===== config.mk =====
export PLATFORM = sky130hd
export DESIGN_NAME = mem_port_arbiter
export DESIGN_NICKNAME = d
export VERILOG_FILES = /design/src/rtl/mem_port_arbiter.sv
export SDC_FILE = /design/constraint.sdc
export NUM_CORES = 1
export LEC_CHECK = 0
export ABC_AREA = 1
export BUFFER_PORTS_ARGS = -buffer_cell sky130_fd_sc_hd__buf_2
export CORE_AREA = 2 2 212 214
export DETAILED_ROUTE_END_ITERATION = 16
export DIE_AREA = 0 0 214 216
export PLACE_DENSITY = 0.46
export RECOVER_POWER = 50
export SYNTH_ARGS = -nofsm -noshare
export SYNTH_HDL_FRONTEND = slang
export SYNTH_SLANG_ARGS = --single-unit
export TNS_END_PERCENT = 20

===== constraint.sdc =====
create_clock -name clk -period 6.8 [get_ports clk]
set_input_delay 0.68 -clock clk [delete_from_list [all_inputs] [get_ports clk]]
set_output_delay 0.68 -clock clk [all_outputs]
set_load 0.02 [all_outputs]

===== src/rtl/mem_port_arbiter.sv =====
// rtl/mem_port_arbiter.sv - arbitrates fetch (I) and data (D) requesters onto one memory port
// Optional performance counters are enabled with MEM_ARB_PERF_CNT_EN.
module mem_port_arbiter #(
  parameter int ADDR_W     = 64,
  parameter int DATA_W     = 64,
  parameter int STARVE_MAX = 4
) (
  input  logic                clk,
  input  logic                reset,
  input  logic                ireq_valid,
  input  logic [ADDR_W-1:0]   ireq_addr,
  output logic                iresp_ok,
  output logic [DATA_W-1:0]   iresp_data,
  input  logic                dreq_valid,
  input  logic [ADDR_W-1:0]   dreq_addr,
  input  logic                dreq_write,
  input  logic [2:0]          dreq_size,
  input  logic [DATA_W/8-1:0] dreq_strobe,
  input  logic [DATA_W-1:0]   dreq_wdata,
  output logic                dresp_ok,
  output logic [DATA_W-1:0]   dresp_data,
  output logic                mem_valid,
  output logic [ADDR_W-1:0]   mem_addr,
  output logic                mem_write,
  output logic [2:0]          mem_size,
  output logic [DATA_W/8-1:0] mem_strobe,
  output logic [DATA_W-1:0]   mem_wdata,
  input  logic                mem_ok,
  input  logic [DATA_W-1:0]   mem_rdata
`ifdef MEM_ARB_PERF_CNT_EN
  ,
  output logic [31:0]         perf_igrant,
  output logic [31:0]         perf_dgrant,
  output logic [31:0]         perf_iwait
`endif
);

  typedef enum logic [1:0] {IDLE, BUSY_I, BUSY_D} state_t;

  localparam logic [3:0] STARVE_LIM = 4'(STARVE_MAX);

  state_t              state_q, state_d;
  logic [3:0]          starve_q, starve_d;
  logic [ADDR_W-1:0]   addr_q, addr_d;
  logic                write_q, write_d;
  logic [2:0]          size_q, size_d;
  logic [DATA_W/8-1:0] strobe_q, strobe_d;
  logic [DATA_W-1:0]   wdata_q, wdata_d;
  logic                grant_d, grant_i;

  // D wins unless I has already watched STARVE_MAX consecutive D grants.
  assign grant_d = (state_q == IDLE) && dreq_valid && !(ireq_valid && (starve_q == STARVE_LIM));
  assign grant_i = (state_q == IDLE) && !grant_d && ireq_valid;

  always_comb begin
    state_d  = state_q;
    starve_d = starve_q;
    addr_d   = addr_q;
    write_d  = write_q;
    size_d   = size_q;
    strobe_d = strobe_q;
    wdata_d  = wdata_q;
    unique case (state_q)
      IDLE: begin
        if (grant_d) begin
          state_d  = BUSY_D;
          addr_d   = dreq_addr;
          write_d  = dreq_write;
          size_d   = dreq_size;
          strobe_d = dreq_strobe;
          wdata_d  = dreq_wdata;
          if (!ireq_valid)
            starve_d = '0;
          else if (starve_q != STARVE_LIM)
            starve_d = starve_q + 4'd1;
        end else if (grant_i) begin
          state_d  = BUSY_I;
          addr_d   = ireq_addr;
          write_d  = 1'b0;
          size_d   = 3'b011;
          strobe_d = '0;
          wdata_d  = '0;
          starve_d = '0;
        end
      end
      BUSY_I, BUSY_D: begin
        if (mem_ok)
          state_d = IDLE;
      end
      default: state_d = IDLE;
    endcase
  end

  always_ff @(posedge clk or posedge reset) begin
    if (reset) begin
      state_q  <= IDLE;
      starve_q <= '0;
      addr_q   <= '0;
      write_q  <= 1'b0;
      size_q   <= '0;
      strobe_q <= '0;
      wdata_q  <= '0;
    end else begin
      state_q  <= state_d;
      starve_q <= starve_d;
      addr_q   <= addr_d;
      write_q  <= write_d;
      size_q   <= size_d;
      strobe_q <= strobe_d;
      wdata_q  <= wdata_d;
    end
  end

  assign mem_valid  = (state_q != IDLE);
  assign mem_addr   = addr_q;
  assign mem_write  = write_q;
  assign mem_size   = size_q;
  assign mem_strobe = strobe_q;
  assign mem_wdata  = wdata_q;

  // Responses are steered combinationally so the owner sees data in the mem_ok cycle.
  assign iresp_ok   = (state_q == BUSY_I) && mem_ok;
  assign dresp_ok   = (state_q == BUSY_D) && mem_ok;
  assign iresp_data = iresp_ok ? mem_rdata : '0;
  assign dresp_data = dresp_ok ? mem_rdata : '0;

`ifdef MEM_ARB_PERF_CNT_EN
  logic [31:0] igrant_q, dgrant_q, iwait_q;
  logic        iwait_now;

  assign iwait_now = ireq_valid && (state_q != BUSY_I) && !grant_i;

  always_ff @(posedge clk or posedge reset) begin
    if (reset) begin
      igrant_q <= '0;
      dgrant_q <= '0;
      iwait_q  <= '0;
    end else begin
      igrant_q <= igrant_q + {31'd0, grant_i};
      dgrant_q <= dgrant_q + {31'd0, grant_d};
      iwait_q  <= iwait_q + {31'd0, iwait_now};
    end
  end

  assign perf_igrant = igrant_q;
  assign perf_dgrant = dgrant_q;
  assign perf_iwait  = iwait_q;
`endif

endmodule


==> results.toml <==
[pwr]
internal_power_mw = 2.53
seqPwrFrac = 0.315
power.density_nw_per_um2 = 418
comb_power_share = 0.458
switchingPower_mw = 2.19
peakVddDrop_mv = 0.235
total_leakage_power_nw = 6.62
p_clk_frac = 0.227
swShare = 0.464

[global_route]
grt_start_max_net_pins = 95
overflow = 0
antenna_found_initial = 16
grt_pass1_wl_mm = 55.1
grt_pass1_vias = 8970
grt_usage = 0.157

[cells_and_area]
syn_to_final_growth_pct = 48.1
stdcell_count = 2192
final_common_cell = "buf_2"
final_area_um2 = 11300
layout_common_cells = "402 x buf_2, 300 x nand2_1, 206 x nand3_1, 193 x nor2_1, 146 x dfrtp_1"
drive_above_1_share = 0.282
final_nets = 1861

[sta]
setup_viol = 0
setup_ws_ns = 3.05
tns_ns = 0
rsz0062_at_grt = "no"
timing.final.crit_period_ns = 3.75
tightest_slew_ns = 4.52
max_slew_margin = -2.03
hold_ws_ns = 0.454
fmax_mhz = 267
final.period_utilization = 0.552
clock-skew-final_ns = 0.0171
slew_viol_final = 95
final-hold-violation-count = 0

[clock_network]
numCtsBuffers = 17
cts_root_buf = "clkbuf_16"
clock_latency_ns = 0.45
cts_tree = "built"
clock_path_buffers = 2
clock-sinks = 146
postCtsSetupBuffers = 0
clkTransAtPathRegs_ns = 0.06
cts_resized = 0
hold_buffers = 0
htreeDepth = 4

[die]
coreArea_um2 = 43800
num_io_pins = 544
fp.dieArea_um2 = 46200
dieHeight_um = 216
die_w_um = 214
fp-row-count = 77
start_util = 0.174

[detailed_routing]
wire_per_inst_um = 16.7
dr.first_iter.drc_count = 452
route.vias.total = 8945
vias_per_cell = 4.08
drc = 0
firstDrtPassIters = 4
ant_nets = 0
wirelength_mm = 36.6

[placed_design]
placedCellCount = 2156
pre_cts_ws_ns = 3.78
portBuffers = 543
routabilityCongestion = 0.971
dpl.hpwl_mm = 28.1
dpl-instance-area_um2 = 10800

[setup_path]
r2r-start = "state_q[0]"
cpPeakStageDelay_ns = 2.49
timing.rr.end = "mem_addr[46]"
crit_path_max_fanout = 94
arrival_ns = 4.25
reg2reg_depth = 8
rrSetupSlack_ns = 3.88
criticalPathCategory = "primary input to asynchronous set/reset pin"
critPathLaunchType = "primary input"
crit_required_ns = 7.29
critPathSlowestCell = "clkinvlp_2"
critPathCaptureType = "asynchronous set/reset pin"
path_cells = "clkbuf_1 > clkinvlp_2 > buf_4"

[synthesis]
synth_ff_type = "dfrtp_1"
syn_area_um2 = 7620
synth-seq-cells = 146
syn-num-nets = 1363
async_flop_share = 1.00
synth_edf_count = 0
synth.avg_cell_area_um2 = 7.02
syn-instance-count = 1085
synth_top_area_cell = "dfrtp_1"
ys_types = 18
synth_warnings = 0
ys_seq_area_frac = 0.480
synth.top_cell.area_share = 0.480
yosys-top-cells-area = "dfrtp_1 48%, nand2_1 15%, nand3_1 14%, nor2_1 9.5%, inv_1 7.2%"

[min_path]
hold_path.class = "primary input to flip-flop"
hold_depth = 3
hold_end = "mem_wdata[47]"
hp-start = "dreq_wdata[47]"

[outcome]
status = "finished, violations left"
violations = "max-capacitance violations, max-slew violations"

[run]
cap_violations = 1
[power groups by stage]
| stage | clock, mW | combinational [mW] | sequential [mW] |
|---|---|---|---|
| after detailed placement | 0 | 2.31 | 1.47 |
| after global placement | 0 | 2.30 | 1.48 |
| final | 1.07 | 2.16 | 1.49 |
| after CTS | 1.11 | 2.31 | 1.48 |
| after floorplan | 0 | 0.975 | 1.94 |
| after global routing | 1.14 | 2.38 | 1.54 |
[sequential cells by signal (all words and copies together), names as in the netlist]
register and cells:
starve_q 4, mem_write 1, mem_addr 64, mem_strobe 8, mem_wdata 64, mem_size 3, state_q 2
[synthesized netlist by cell type, types with 2 or more instances]
cell type / n
nand2_2: 2
clkbuf_1: 30
buf_1: 6
nor2_1: 193
nand3b_1: 3
inv_2: 2
buf_4: 8
buf_2: 22
ha_1: 5
dfrtp_1: 146
buf_6: 7
inv_1: 146
o21ai_0: 3
nand2_1: 303
nand3_1: 206
[worst max-delay path: cells and delay by family]
family                 cells  cell delay (ns)
buffers and inverters      3             3.47
[stage by stage]
step                utilization  power, mW
floorplan                     -       2.92
global placement          0.246       3.78
detailed placement        0.246       3.78
CTS                       0.261       4.90
global route              0.257       5.06
finish                    0.257       4.72
[metal layers]
layer	share of wire	global-route usage	wire [um]
met1	0.39	0.180	14200
met2	0.50	0.271	18400
met3	0.076	0.0490	2800
met4	0.032	0.0662	1180
met5	0.0015	0	55
[logic make-up after synthesis]
group / after synthesis / synth area share
AOI/OAI and AO/OA: 5 / 0.00378
adders and majority gates: 5 / 0.00821
buffers and inverters: 221 / 0.123
DFF: 146 / 0.480
and+or+nand+nor: 708 / 0.385
[cell type report]
cell class	instances	area, um^2
Antenna cell	4	10.0
Clock buffer	23	488
Clock inverter	9	175
Fill cell	5055	32600
Inverter	148	559
Multi-Input combinational cell	718	3050
Sequential cell	146	3650
Tap cell	592	741
Timing Repair Buffer	552	2610
[worst max-delay path by stage]
stage	start	endpoint	slack, ns	depth (start not counted)
4_1_cts	state_q[0]	mem_addr[46]	3.86	8
5_1_grt	reset	mem_addr[5]	2.30	3
6_report	reset	mem_addr[5]	3.05	3
3_5_place_dp	ireq_valid	mem_addr[60]	3.78	8
2_1_floorplan	reset	mem_addr[0]	2.20	1
3_3_place_gp	ireq_valid	state_q[1]	3.78	7
Note: power is estimated with default switching activity, not from simulation.
